--- src/rtl/semiauto_pkg.sv ---
// Encodings shared by the semi-auto next-state logic and its motion register.
package semiauto_pkg;

    typedef enum logic [1:0] {
        FWD  = 2'b00,
        WAIT = 2'b01,
        TURN = 2'b10,
        COOL = 2'b11
    } state_t;

    typedef enum logic [3:0] {
        STOP         = 4'b0000,
        MOVE_FORWARD = 4'b0001,
        TURN_LEFT    = 4'b0100,
        TURN_RIGHT   = 4'b1000
    } motion_t;

    // 20 ms at 100 MHz
    localparam int unsigned DEFAULT_TICK_DIV = 2000000;

    function automatic logic is_turn_motion(input logic [3:0] m);
        return (m == TURN_LEFT) || (m == TURN_RIGHT);
    endfunction

endpackage

--- src/rtl/semiauto_motion_reg_tick_prescaler.sv ---
// Free-running divider: tick is high for the cycle in which the count wraps.
module tick_prescaler #(
    parameter int unsigned DIV = 4
) (
    input  logic clk,
    input  logic clr,
    input  logic en,
    output logic tick
);

    localparam int unsigned W = (DIV > 1) ? $clog2(DIV) : 1;
    localparam logic [W-1:0] LAST = W'(DIV - 1);

    logic [W-1:0] cnt;

    assign tick = en && !clr && (cnt == LAST);

    always_ff @(posedge clk) begin
        if (clr) begin
            cnt <= '0;
        end else if (en) begin
            cnt <= tick ? '0 : cnt + W'(1);
        end
    end

endmodule

--- src/rtl/semiauto_motion_reg.sv ---
// Registered state/motion stage after the semi-auto next-state logic, with turn timing.
// Define SEMIAUTO_RELEASE_LOCK_EN to enable the button-release lockout after a turn.
module semiauto_motion_reg
    import semiauto_pkg::*;
#(
    parameter int unsigned TICK_DIV     = DEFAULT_TICK_DIV,
    parameter int unsigned TURN_TICKS   = 45,
    parameter int unsigned AROUND_TICKS = 90,
    parameter int unsigned CNT_W        = 11
) (
    input  logic       sys_clk,
    input  logic       rst,
    input  logic       power,
    input  logic [1:0] global_state,
    input  logic [1:0] next_state,
    input  logic [3:0] next_moving_state,
    input  logic       left,
    input  logic       right,
    input  logic       straight,
    input  logic       back,
    output logic [1:0] state,
    output logic [3:0] moving_state,
    output logic       turn_done,
    output logic       busy
);

`ifdef SEMIAUTO_RELEASE_LOCK_EN
    localparam logic LOCK_EN = 1'b1;
`else
    localparam logic LOCK_EN = 1'b0;
`endif

    localparam logic [CNT_W-1:0] TURN_LAST   = CNT_W'(TURN_TICKS - 1);
    localparam logic [CNT_W-1:0] AROUND_LAST = CNT_W'(AROUND_TICKS - 1);

    state_t           state_q, state_d;
    logic [3:0]       mov_q, mov_d;
    logic [CNT_W-1:0] cnt_q, cnt_d;
    logic             around_q, around_d;
    logic             lock_q, lock_d;
    logic             done_q, done_d;
    logic             busy_q;

    logic active;
    logic any_button;
    logic tick;
    logic [CNT_W-1:0] last;

    assign active     = power && ((global_state == 2'b01) || (global_state == 2'b10));
    assign any_button = left || right || straight || back;
    assign last       = around_q ? AROUND_LAST : TURN_LAST;

    // Prescaler is held clear outside TURN, so it restarts at 0 on every entry.
    tick_prescaler #(
        .DIV (TICK_DIV)
    ) u_prescaler (
        .clk  (sys_clk),
        .clr  (rst || !active || (state_q != TURN)),
        .en   (state_q == TURN),
        .tick (tick)
    );

    always_comb begin
        state_d  = state_q;
        mov_d    = mov_q;
        cnt_d    = cnt_q;
        around_d = around_q;
        lock_d   = lock_q;
        done_d   = 1'b0;

        if (!active) begin
            state_d  = WAIT;
            mov_d    = STOP;
            cnt_d    = '0;
            around_d = 1'b0;
            lock_d   = 1'b0;
        end else if (state_q == TURN) begin
            if (tick) begin
                if (cnt_q == last) begin
                    state_d = WAIT;
                    mov_d   = STOP;
                    done_d  = 1'b1;
                    lock_d  = LOCK_EN;
                end else begin
                    cnt_d = cnt_q + CNT_W'(1);
                end
            end
        end else begin
            if (lock_q && !any_button) begin
                lock_d = 1'b0;
            end
            // The override still holds in the release cycle itself.
            if (lock_q && (next_state != WAIT)) begin
                state_d = WAIT;
                mov_d   = STOP;
            end else if (next_state == TURN) begin
                if (is_turn_motion(next_moving_state)) begin
                    state_d  = TURN;
                    mov_d    = next_moving_state;
                    cnt_d    = '0;
                    around_d = (next_moving_state == TURN_RIGHT) && back;
                end else begin
                    state_d = WAIT;
                    mov_d   = STOP;
                end
            end else begin
                state_d = state_t'(next_state);
                mov_d   = next_moving_state;
            end
        end
    end

    always_ff @(posedge sys_clk) begin
        if (rst) begin
            state_q  <= WAIT;
            mov_q    <= STOP;
            cnt_q    <= '0;
            around_q <= 1'b0;
            lock_q   <= 1'b0;
            done_q   <= 1'b0;
            busy_q   <= 1'b0;
        end else begin
            state_q  <= state_d;
            mov_q    <= mov_d;
            cnt_q    <= cnt_d;
            around_q <= around_d;
            lock_q   <= lock_d;
            done_q   <= done_d;
            busy_q   <= (state_d == TURN);
        end
    end

    assign state        = state_q;
    assign moving_state = mov_q;
    assign turn_done    = done_q;
    assign busy         = busy_q;

endmodule

--- config.mk ---
export PLATFORM = sky130hd
export DESIGN_NAME = semiauto_motion_reg
export DESIGN_NICKNAME = d
export VERILOG_FILES = /design/src/rtl/semiauto_pkg.sv /design/src/rtl/semiauto_motion_reg_tick_prescaler.sv /design/src/rtl/semiauto_motion_reg.sv
export SDC_FILE = /design/constraint.sdc
export NUM_CORES = 1
export LEC_CHECK = 0
export CORE_MARGIN = 4
export CORE_UTILIZATION = 25
export DETAILED_ROUTE_END_ITERATION = 8
export GPL_ROUTABILITY_DRIVEN = 0
export PLACE_DENSITY_LB_ADDON = 0.3
export REMOVE_ABC_BUFFERS = 1
export SYNTH_ARGS = -nofsm -noshare
export SYNTH_HDL_FRONTEND = slang
export SYNTH_HIERARCHICAL = 1
export SYNTH_SLANG_ARGS = --single-unit
--- constraint.sdc ---
create_clock -name sys_clk -period 8.2 [get_ports sys_clk]
set_input_delay 2.05 -clock sys_clk [delete_from_list [all_inputs] [get_ports sys_clk]]
set_output_delay 2.05 -clock sys_clk [all_outputs]
set_load 0.01 [all_outputs]
==> After elaboration in Yosys (flattened, before gate mapping) <==
Index checks and enable logic that the tools add are counted.
{ "word_totals": {"reg_bits": 42, "in_bits": 15, "wordCells": 80} }
{ "classes": {"n_addsub": 2, "eq_ne": 15, "n_mux": 26, "bitwise_logic": 4, "n_reduce_logical": 25} }
{ "ops": {"columns": ["op", "count"], "rows": [
  ["11-bit two-way mux", 6],
  ["4-bit two-way mux", 6],
  ["21-bit by 1-bit adder with 21-bit output (second input constant)", 1],
  ["21-bit equality test (second input constant)", 1],
  ["21-bit two-way mux", 1],
  ["2-bit two-way mux", 7],
  ["11-bit by 1-bit adder with 11-bit output (second input constant)", 1],
  ["11-bit by 7-bit equality test with 1-bit output", 1],
  ["2-bit equality test (second input constant)", 4],
  ["2-bit != test (second input constant)", 4],
  ["1-bit logical OR", 7],
  ["7-bit two-way mux", 1],
  ["1-bit logical AND", 6],
  ["2-bit nonzero test", 3],
  ["1-bit two-way mux", 5],
  ["5-bit AND reduction", 1],
  ["4-bit by 3-bit equality test with 1-bit output (second input constant)", 1],
  ["4-bit equality test (second input constant)", 1],
  ["2-bit by 1-bit != test with 1-bit output (second input constant)", 2],
  ["1-bit NOT", 4],
  ["4-bit AND reduction", 1],
  ["4-bit OR reduction", 1],
  ["1-bit logical NOT", 3],
  ["3-bit AND reduction", 1],
  ["other kinds (3)", 3]
]} }

==> Longest topological paths before layout <==
Gate-level depths: netlist of run 1.
{ "logic_depth": {"depth_word": 13, "ltp_mapped": 9, "depth_no_buf": 9} }

==> By module <==
Netlist of run 1, hierarchy kept.
{ "by_module_without_submodules": {"columns": ["mod", "n_inst", "cells_per_inst", "area_each_um2"], "rows": [
  ["semiauto_motion_reg", 1, 112, 1067.3],
  ["tick_prescaler", 1, 114, 983.4]
]} }

==> Worst setup path before layout of run 1 <==
No wires, ideal clock.
{ "synth_path": {"path_type": "input to register", "from": "input global_state[1]", "to": "register cnt_q[10]", "setup_ns": 0.118, "arrival_ns": 4.033, "t_required_ns": 8.082, "slack_ns": 4.050, "stages": 9, "cell_sequence": "xor2_1 nand4b_1 nor2_1 nand2_1 nor4_1 nand3b_1 nor4_1 xnor2_1 nor2_1"} }
{ "synth_via": {"elab_chain_len": 11, "word_cells_on_any_way": 14, "classes_between": "eq/ne (3); bitwise (1); reduce/logical (10)"} }
{ "synth_rtl": {"columns": ["item", "line_no", "source"], "rows": [
  ["from (decl)", "semiauto_motion_reg.sv:14", "input logic [1:0] global_state,"],
  ["2-bit by 1-bit equality test with 1-bit output or 2-bit equality test (tied branches)", "semiauto_motion_reg.sv:49", "assign active = power && ((global_state == 2'b01) || (global_state == 2'b10));"],
  ["1-bit logical OR (*)", "semiauto_motion_reg.sv:49", null],
  ["1-bit logical AND (*)", "semiauto_motion_reg.sv:49", null],
  ["1-bit logical NOT (*)", null, null],
  ["1-bit logical OR (*) (2 in a row)", "semiauto_motion_reg.sv:58", ".clr (rst || !active || (state_q != TURN)),"],
  ["1-bit logical NOT (*)", "semiauto_motion_reg_tick_prescaler.sv:16", "assign tick = en && !clr && (cnt == LAST);"],
  ["1-bit logical AND (*) (2 in a row)", "semiauto_motion_reg_tick_prescaler.sv:16", null],
  ["net tick", "semiauto_motion_reg.sv:46", "logic tick;"],
  ["2-bit != test (no source line) (*)", null, null],
  ["5-bit AND reduction (no source line) (*)", null, null],
  ["to (signal assigned)", "semiauto_motion_reg.sv:125", "cnt_q <= cnt_d;"],
  ["to (decl)", "semiauto_motion_reg.sv:38", "logic [CNT_W-1:0] cnt_q, cnt_d;"]
]} }
The timed path passes the listed nets; every way through them passes the cells marked *.
A chain may end at the register's enable or synchronous reset.

==> Worst setup path after layout of run 1 <==
{ "layout_path": {"from": "input global_state[0]", "to": "register cnt_q[10]"} }
The elaborated chain is that of the path after synthesis.

==> impl_metrics.tcl, run 1 <==
set metrics [dict create \
    synthCells 226 \
    met3_usage_pct 2.12 \
    starting_density_of_the_core_pct 26.1 \
    dpl.hpwl_um 3250 \
    synth_simple_gate_area_share_pct 32.2 \
    antenna_cells_inserted 0 \
    number_of_antenna_violations_at_the_first_check_in_global_routing 0 \
    drt-total-wl_um 4420 \
    timing.critical_path.to "cnt_q[10]" \
    timing.final.crit_period_ps 4790 \
    synthToLayoutAreaGrowth_pct 20.3 \
    drt_drc_violations_left 0 \
    max-slew-margin-rel_pct 51.1 \
    postSynth.topFlopCell "sky130_fd_sc_hd__dfxtp_1" \
    skew_ps 8.09 \
    first_global_vias 1675 \
    post_cts_setup_buffers 0 \
    tightestPinTransition_ps 732 \
    rows 32 \
    leakagePower_nw 0.718 \
    mux_cell_area_share_after_synthesis_pct 3.42 \
    core_um2 7850 \
    worstSetupEndpointType "flip-flop" \
    grt_start_max_net_pins 20 \
    wl_per_cell_um 12.6 \
    grt_pass1_wl_um 7740 \
    setup_slack_reg_to_reg_ps 4780 \
    worstSetupStartpoint "global_state[0]" \
    yosys_warnings 6 \
    first_pass_iters 4 \
    combinational_family_with_the_most_area_after_synthesis "simple AND/OR/NAND/NOR gates" \
    groute.usage.overall_pct 9.50 \
    cts_buffer_count 5 \
    grt_overflow 0 \
    worst-endpoint-arrival_ps 4970 \
    synth.avg_cell_area_um2 9.07 \
    most_common_library_cell_in_the_layout_ignoring_fill_and_taps "sky130_fd_sc_hd__dfxtp_1" \
    routed_via_count 1728 \
    placedInstanceArea_um2 2350 \
    worstReg2RegEnd "cnt_q[10]" \
    synth_sequential_area_ratio_pct 40.0 \
    crit_path_start_kind "primary input" \
    hold_path_depth 1 \
    worst-r2r-cell-count 9 \
    htree_num_levels 2 \
    post_cts_resized 0 \
    busiest_layer "met2" \
    clock.fmax_mhz 209 \
    setup-violations-final 0 \
    crit_path_max_fanout 7 \
    tritoncts "done" \
    cts.clk_slew.worst_paths_ps 80 \
    finalHoldViolations 0 \
    worst-setup-path-type "primary input to flip-flop" \
    root_buffer "sky130_fd_sc_hd__clkbuf_8" \
    clockBufferDepth 2 \
    port-buffer-count 19 \
    max-vdd-ir-drop_v 0.0000677 \
    final.setup.tns_ps 0 \
    setup_repair_after_global_routing_missed_its_margin "no" \
    power_per_cell_area_nw_per_um2 155 \
    async_reset_ff_share_pct 0 \
    regToRegStartpoint "state[1]" \
    synthXorXnorAreaFrac_pct 8.11 \
    number_of_vias_per_cell_after_detailed_routing 4.94 \
    syn_area_um2 2050 \
    synth_cell_types 45 \
    worst-endpoint-required_ps 8380 \
    worst_hold_path_type "flip-flop to flip-flop" \
    p_total_mw 0.383 \
    die_w_um 98.6 \
    cts.sink_count 41 \
    status "completed" \
    final_cell_mix "41 x sky130_fd_sc_hd__dfxtp_1, 23 x sky130_fd_sc_hd__nor2_1, 19 x sky130_fd_sc_hd__nand3_1, 19 x sky130_fd_sc_hd__clkdlybuf4s50_1, 13 x sky130_fd_sc_hd__a21oi_1" \
    post_route_antenna_net_violation_count 0 \
    synth.ff_latch_count 41 \
    synth_edf_count 0 \
    maxCapViolCount 0 \
    fin_hold_ws_ps 476 \
    source_to_sink_clock_delay_at_the_later_pin_of_the_worst_skew_pair_ps 280 \
    finalInstanceArea_um2 2470 \
    timing.final.crit_share_pct 58.5 \
    synth-adder-area-share_pct 1.22 \
    ctsHoldBuffers 0 \
    synth_compound_gate_area_share_pct 13.2 \
    grt.met1_usage_pct 12.2 \
    drv_slew 0 \
    drtIter0Drc 40 \
    io_pins 23 \
    grt_use_met2_pct 16.1 \
    layout-drive-gt1-share_pct 6.85 \
    die-area_um2 9720 \
    height_of_the_die_um 98.6 \
    final_net_count 264 \
]
-- per-layer routing --
layer	vias to the layer above	routed length [um]
met5	-	0
met4	0	24
met3	2	101
met2	19	2140
met1	822	2150
li1	885	-
-- registers in the layout, summed over array words and instances, names as in the netlist --
name and count:
busy 1, cnt_q 11, turn_done 1, around_q 1
moving_state 4, u_prescaler/cnt 21, state 2
-- cell type report --
class	instances	area, um^2
Timing Repair Buffer	20	198
Inverter	3	11.3
Tap cell	102	128
Clock buffer	7	86.3
Sequential cell	41	821
Multi-Input combinational cell	176	1190
Clock inverter	1	30.0
Fill cell	848	5380
-- worst max-delay path, stage by stage --
cell and delay [ps]:
sky130_fd_sc_hd__clkdlybuf4s50_1 470, sky130_fd_sc_hd__xor2_1 250, sky130_fd_sc_hd__nand4b_1 300, sky130_fd_sc_hd__nor2_1 180, sky130_fd_sc_hd__nand2_1 90, sky130_fd_sc_hd__nor4_1 570
sky130_fd_sc_hd__nand3b_1 400, sky130_fd_sc_hd__nor4_1 440, sky130_fd_sc_hd__xnor2_1 160, sky130_fd_sc_hd__nor2_1 50
-- Yosys cell counts, types with 2 or more instances --
master | n | area (um^2)
sky130_fd_sc_hd__and3_1 | 2 | 12.5
sky130_fd_sc_hd__o31ai_1 | 4 | 30.0
sky130_fd_sc_hd__and4_1 | 2 | 17.5
sky130_fd_sc_hd__or2b_1 | 3 | 22.5
sky130_fd_sc_hd__inv_1 | 3 | 11.3
sky130_fd_sc_hd__nand3b_1 | 6 | 45.0
sky130_fd_sc_hd__a32o_1 | 3 | 30.0
sky130_fd_sc_hd__nor3_1 | 4 | 20.0
sky130_fd_sc_hd__nor2b_1 | 2 | 12.5
sky130_fd_sc_hd__or4b_4 | 2 | 27.5
sky130_fd_sc_hd__o21ai_0 | 5 | 25.0
sky130_fd_sc_hd__or3_1 | 5 | 31.3
sky130_fd_sc_hd__and3b_1 | 2 | 17.5
sky130_fd_sc_hd__a211oi_1 | 2 | 15.0
sky130_fd_sc_hd__mux2i_1 | 7 | 70.1
sky130_fd_sc_hd__nor4_1 | 3 | 18.8
sky130_fd_sc_hd__ha_1 | 2 | 25.0
sky130_fd_sc_hd__nor4b_1 | 2 | 17.5
sky130_fd_sc_hd__a21oi_1 | 13 | 65.1
sky130_fd_sc_hd__xor2_1 | 11 | 96.3
sky130_fd_sc_hd__nand2_1 | 12 | 45.0
sky130_fd_sc_hd__xnor2_1 | 8 | 70.1
sky130_fd_sc_hd__buf_2 | 3 | 15.0
sky130_fd_sc_hd__dfxtp_1 | 41 | 821
sky130_fd_sc_hd__nand4b_1 | 3 | 26.3
sky130_fd_sc_hd__nand3_1 | 19 | 95.1
sky130_fd_sc_hd__clkbuf_1 | 3 | 11.3
sky130_fd_sc_hd__nor2_1 | 23 | 86.3
sky130_fd_sc_hd__nand4_1 | 11 | 68.8
sky130_fd_sc_hd__or4_1 | 5 | 37.5
-- how the worst min path moves through the flow --
stage,startpoint,to,slack (ps)
CTS,moving_state[1],moving_state[1],480
floorplan,u_prescaler/cnt[19],u_prescaler/cnt[19],450
finish,moving_state[1],moving_state[1],480
global route,moving_state[0],moving_state[0],500
global placement,moving_state[1],moving_state[1],460
detailed placement,moving_state[1],moving_state[1],460
-- stage by stage --
| step | utilization (%) | worst slack [ps] | cells |
|---|---|---|---|
| after floorplan | - | 4030 | 220 |
| after global routing | 31.4 | 3090 | 350 |
| after global placement | 29.9 | 3100 | 342 |
| after detailed placement | 29.9 | 3080 | 342 |
| final | 31.4 | 3410 | 350 |
| after CTS | 31.4 | 3380 | 350 |
-- where the power goes --
group,switching (mW),internal (mW)
logic,0.00755,0.00903
registers,0.000498,0.200
clock network,0.0665,0.0993
-- kinds of logic after synthesis --
| family | after synthesis |
|---|---|
| multiplexers | 7 |
| XOR/XNOR | 19 |
| AO/OA/AOI/OAI | 36 |
| buffers and inverters | 9 |
| adder cells (fa/ha/maj) | 2 |
| AND/OR/NAND/NOR | 112 |
| flip-flops | 41 |
Power figures use the tool's default switching activity.
==> run 2: changes to the inputs <==
==> constraint.sdc (replaced) <==
create_clock -name sys_clk -period 4.6 [get_ports sys_clk]
set_input_delay 1.15 -clock sys_clk [delete_from_list [all_inputs] [get_ports sys_clk]]
set_output_delay 1.15 -clock sys_clk [all_outputs]
set_load 0.01 [all_outputs]
==> run 2 against run 1 <==
  * Critical path type unchanged
  * Global-route usage shrank 0.32 points
  * Largest cell class unchanged
  * Setup slack worse by 2500 ps
  * Utilization down 0.19 points
==> impl_metrics.tcl, run 2 (synthesis gave the netlist of run 1 again) <==
set metrics [dict create \
    layout-drive-gt1-share_pct 7.23 \
    fin_hold_ws_ps 470 \
    final_cell_mix "41 x sky130_fd_sc_hd__dfxtp_1, 23 x sky130_fd_sc_hd__nor2_1, 19 x sky130_fd_sc_hd__nand3_1, 19 x sky130_fd_sc_hd__clkdlybuf4s50_1, 13 x sky130_fd_sc_hd__a21oi_1" \
    clockBufferDepth 2 \
    number_of_antenna_violations_at_the_first_check_in_global_routing 0 \
    finalHoldViolations 0 \
    rows 32 \
    worst-endpoint-required_ps 4820 \
    timing.final.crit_period_ps 3660 \
    grt_pass1_wl_um 7490 \
    crit_path_start_kind "primary input" \
    max-vdd-ir-drop_v 0.000109 \
    number_of_vias_per_cell_after_detailed_routing 4.99 \
    starting_density_of_the_core_pct 26.1 \
    wl_per_cell_um 12.5 \
    drt_drc_violations_left 0 \
    post_route_antenna_net_violation_count 0 \
    first_global_vias 1630 \
    timing.final.crit_share_pct 79.5 \
    antenna_cells_inserted 0 \
    max-slew-margin-rel_pct 59.5 \
    setup_repair_after_global_routing_missed_its_margin "no" \
    dpl.hpwl_um 3240 \
    source_to_sink_clock_delay_at_the_later_pin_of_the_worst_skew_pair_ps 280 \
    groute.usage.overall_pct 9.18 \
    largest_register_ff_count 21 \
    final_net_count 266 \
    die_w_um 98.6 \
    worst-endpoint-arrival_ps 3870 \
    routed_via_count 1750 \
    p_int_mw 0.491 \
    height_of_the_die_um 98.6 \
    post_cts_resized 0 \
    power_per_cell_area_nw_per_um2 253 \
    clock.fmax_mhz 274 \
    tritoncts "done" \
    share_comb_of_total_power_pct 4.8 \
    grt_overflow 0 \
    setup-violations-final 0 \
    port-buffer-count 19 \
    worst_hold_path_type "flip-flop to flip-flop" \
    most_common_library_cell_in_the_layout_ignoring_fill_and_taps "sky130_fd_sc_hd__dfxtp_1" \
    ctsHoldBuffers 0 \
    n_fill_cell 835 \
    worst-setup-path-type "primary input to flip-flop" \
    status "completed" \
    cts.clk_slew.worst_paths_ps 70 \
    cts_buffer_count 5 \
    clock_power_share_pct 37.6 \
    die-area_um2 9720 \
    cts.sink_count 41 \
    power_switching_mw 0.128 \
    leakagePower_nw 0.715 \
    final.setup.tns_ps 0 \
    post_cts_setup_buffers 0 \
    drtIter0Drc 56 \
    skew_ps 5.07 \
    maxCapViolCount 0 \
    worstSetupEndpointType "flip-flop" \
    top_register "u_prescaler/cnt" \
    drv_slew 0 \
    htree_num_levels 2 \
    drt-total-wl_um 4390 \
    first_pass_iters 6 \
    share_seq_of_total_power_pct 57.7 \
    p_total_mw 0.619 \
    io_pins 23 \
    grt_start_max_net_pins 16 \
    switching_power_share_of_the_total_pct 20.7 \
    synthToLayoutAreaGrowth_pct 19.5 \
    tightestPinTransition_ps 604 \
    core_um2 7850 \
    crit_path_max_fanout 5 \
    root_buffer "sky130_fd_sc_hd__clkbuf_8" \
]
## run 2: changes by cell type in the layout (fill, tap and decap cells not counted), sizes merged
cell | before | now
buf | 1 | 3
bufinv | 1 | 0
## run 2: layout make-up
type                    count  area (um^2)  area share, %
repair buffers             22          213           8.68
well taps                 102          128           5.21
inverters                   3         11.3          0.459
flip-flops and latches     41          821           33.5
multi-input cells         176         1190           48.6
clock buffers               7         86.3           3.52
## run 2: worst max-delay path, stage by stage
cell and delay (ps):
sky130_fd_sc_hd__clkdlybuf4s50_1 470, sky130_fd_sc_hd__xor2_1 250, sky130_fd_sc_hd__nand4b_1 340, sky130_fd_sc_hd__nor2_1 180
sky130_fd_sc_hd__nand2_1 100, sky130_fd_sc_hd__nor4_1 270, sky130_fd_sc_hd__buf_4 190, sky130_fd_sc_hd__and3b_1 270
sky130_fd_sc_hd__nand3_1 100, sky130_fd_sc_hd__a211oi_1 330, sky130_fd_sc_hd__mux2i_1 220
## run 2: final timing paths
check                                startpoint               to  slack (ps)  cells after the start
worst max-delay path            global_state[0]         cnt_q[7]         940                     11
worst min-delay path            moving_state[2]  moving_state[2]         470                      1
worst max register to register         state[1]         cnt_q[7]        1880                     11
worst min register to register  moving_state[2]  moving_state[2]         470                      1
## run 2: per-layer routing
metal  vias to the layer above  wire length, um  track usage (%)
li1                        885                -                -
met1                       841             2080             11.3
met2                        17             2160             15.7
met3                         7              103             2.19
met4                         0               48             2.94
met5                         -                0                0
## run 2: stage by stage
stage | utilization [%] | cells | setup WS [ps] | cell area [um^2]
after floorplan | - | 220 | 1330 | 2020
after global placement | 30.1 | 344 | 707 | 2360
after detailed placement | 30.1 | 344 | 670 | 2360
after CTS | 31.2 | 351 | 951 | 2450
after global routing | 31.2 | 351 | 612 | 2450
final | 31.2 | 351 | 944 | 2450
## run 2: power by group through the flow
stage	combinational, mW	sequential, mW	clock, mW
floorplan	0.0112	0.366	0
global placement	0.0294	0.365	0
detailed placement	0.0297	0.365	0
CTS	0.0299	0.357	0.245
global route	0.0321	0.357	0.257
finish	0.0296	0.357	0.233
==> run 3: changes to the inputs <==
==> constraint.sdc (replaced) <==
create_clock -name sys_clk -period 3.7 [get_ports sys_clk]
set_input_delay 0.925 -clock sys_clk [delete_from_list [all_inputs] [get_ports sys_clk]]
set_output_delay 0.925 -clock sys_clk [all_outputs]
set_load 0.01 [all_outputs]
==> run 3 against run 2 <==
  * Worst hold slack better by 6.0 ps
  * Clock power rose by 29%
  * Cell count grew 0.28%
  * Critical endpoint is now cnt_q[10]
  * Largest cell class unchanged
  * Largest power group unchanged
==> impl_metrics.tcl, run 3 (synthesis gave the netlist of run 1 again) <==
set metrics [dict create \
    post_route_antenna_net_violation_count 0 \
    drt_drc_violations_left 0 \
    cts.clk_slew.worst_paths_ps 80 \
    groute.usage.overall_pct 9.39 \
    status "completed" \
    final.setup.tns_ps 0 \
    routed_via_count 1724 \
    timing.final.crit_period_ps 3090 \
    clockBufferDepth 2 \
    final_net_count 267 \
    wl_per_cell_um 12.3 \
    tritoncts "done" \
    crit_path_start_kind "primary input" \
    ctsHoldBuffers 0 \
    leakagePower_nw 0.719 \
    number_of_antenna_violations_at_the_first_check_in_global_routing 0 \
    cts.sink_count 41 \
    grt_overflow 0 \
    dpl.hpwl_um 3160 \
    first_global_vias 1709 \
    height_of_the_die_um 98.6 \
    drtIter0Drc 101 \
    starting_density_of_the_core_pct 26.1 \
    worst-r2r-cell-count 10 \
    finalHoldViolations 0 \
    setup_repair_after_global_routing_missed_its_margin "no" \
    power_per_cell_area_nw_per_um2 318 \
    most_common_library_cell_in_the_layout_ignoring_fill_and_taps "sky130_fd_sc_hd__dfxtp_1" \
    hold_path_depth 1 \
    fin_hold_ws_ps 476 \
    port-buffer-count 19 \
    post_cts_setup_buffers 0 \
    register_area_um2 821 \
    worst-endpoint-required_ps 3880 \
    worst_hold_path.endpoint "moving_state[0]" \
    skew_ps 4.03 \
    max-vdd-ir-drop_v 0.000117 \
    largest_register_ff_count 21 \
    drt-total-wl_um 4330 \
    top_register "u_prescaler/cnt" \
    grt_start_max_net_pins 20 \
    first_pass_iters 4 \
    source_to_sink_clock_delay_at_the_later_pin_of_the_worst_skew_pair_ps 290 \
    placed_cells_incl_taps 345 \
    n_fill_cell 863 \
    htree_num_levels 2 \
    cts_buffer_count 5 \
    worstReg2RegEnd "cnt_q[10]" \
    core_um2 7850 \
    grt_pass1_wl_um 7720 \
    final_cell_mix "41 x sky130_fd_sc_hd__dfxtp_1, 23 x sky130_fd_sc_hd__nor2_1, 19 x sky130_fd_sc_hd__nand3_1, 19 x sky130_fd_sc_hd__clkdlybuf4s50_1, 13 x sky130_fd_sc_hd__a21oi_1" \
    max-slew-margin-rel_pct 59.9 \
    multi_input_gate_area_in_the_final_layout_um2 1190 \
    clock.fmax_mhz 324 \
    setup_slack_reg_to_reg_ps 1010 \
    worstSetupEndpointType "flip-flop" \
    post_cts_resized 0 \
    setup-violations-final 0 \
    worst-setup-path-type "primary input to flip-flop" \
    layout-drive-gt1-share_pct 7.60 \
    tightestPinTransition_ps 599 \
    worst-endpoint-arrival_ps 3270 \
    die-area_um2 9720 \
    holdCritStartpoint "moving_state[0]" \
    rows 32 \
    crit_path_max_fanout 7 \
    p_total_mw 0.781 \
    io_pins 23 \
    maxCapViolCount 0 \
    worst_hold_path_type "flip-flop to flip-flop" \
    synthToLayoutAreaGrowth_pct 19.9 \
    drv_slew 0 \
    number_of_vias_per_cell_after_detailed_routing 4.90 \
    regToRegStartpoint "state[1]" \
    finalNonFillerCells 352 \
    die_w_um 98.6 \
    root_buffer "sky130_fd_sc_hd__clkbuf_8" \
    antenna_cells_inserted 0 \
    timing.final.crit_share_pct 83.5 \
]
[run 3: worst max-delay path by stage]
stage / startpoint / end / slack [ps] / depth (start not counted)
after floorplan: global_state[1] / cnt_q[10] / 660 / 9
after CTS: global_state[0] / cnt_q[10] / 570 / 11
after global routing: global_state[1] / cnt_q[10] / 370 / 11
after global placement: global_state[0] / cnt_q[10] / 250 / 11
final: global_state[0] / cnt_q[10] / 610 / 11
after detailed placement: global_state[0] / cnt_q[10] / 270 / 11
[run 3: worst max-delay path: stages]
cell and delay (ps):
sky130_fd_sc_hd__clkdlybuf4s50_1 470, sky130_fd_sc_hd__xor2_1 240, sky130_fd_sc_hd__nand4b_1 170, sky130_fd_sc_hd__nor2_1 130
sky130_fd_sc_hd__nand2_1 90, sky130_fd_sc_hd__nor4_1 230, sky130_fd_sc_hd__buf_4 170, sky130_fd_sc_hd__nand3b_1 220
sky130_fd_sc_hd__nor4_1 400, sky130_fd_sc_hd__xnor2_1 170, sky130_fd_sc_hd__nor2_1 50
[run 3: area by class of cell]
class / count / area share (%)
Multi-Input combinational cell: 176 / 48.5
Sequential cell: 41 / 33.4
Timing Repair Buffer: 23 / 8.96
Tap cell: 102 / 5.19
Clock buffer: 7 / 3.51
Inverter: 3 / 0.458
[run 3: through the flow]
step	area [um^2]	worst slack [ps]	utilization (%)
3_5_place_dp	2370	273	30.2
4_1_cts	2460	571	31.3
5_1_grt	2460	372	31.3
6_report	2460	612	31.3
3_3_place_gp	2370	251	30.2
2_1_floorplan	2020	657	-
[run 3: routing by layer]
metal  vias to the layer above  wire (um)  global-route usage [%]
met1                       821       2070                    11.6
li1                        890          -                       -
met2                         9       2140                    16.2
met4                         0         44                    2.84
met5                         -          0                       0
met3                         4         75                    2.12
[run 3: where the power goes]
| group | total [mW] | internal, mW | switching, mW |
|---|---|---|---|
| combinational | 0.0369 | 0.0200 | 0.0169 |
| sequential | 0.444 | 0.443 | 0.00108 |
| clock | 0.300 | 0.148 | 0.152 |
| total | 0.781 | 0.611 | 0.170 |
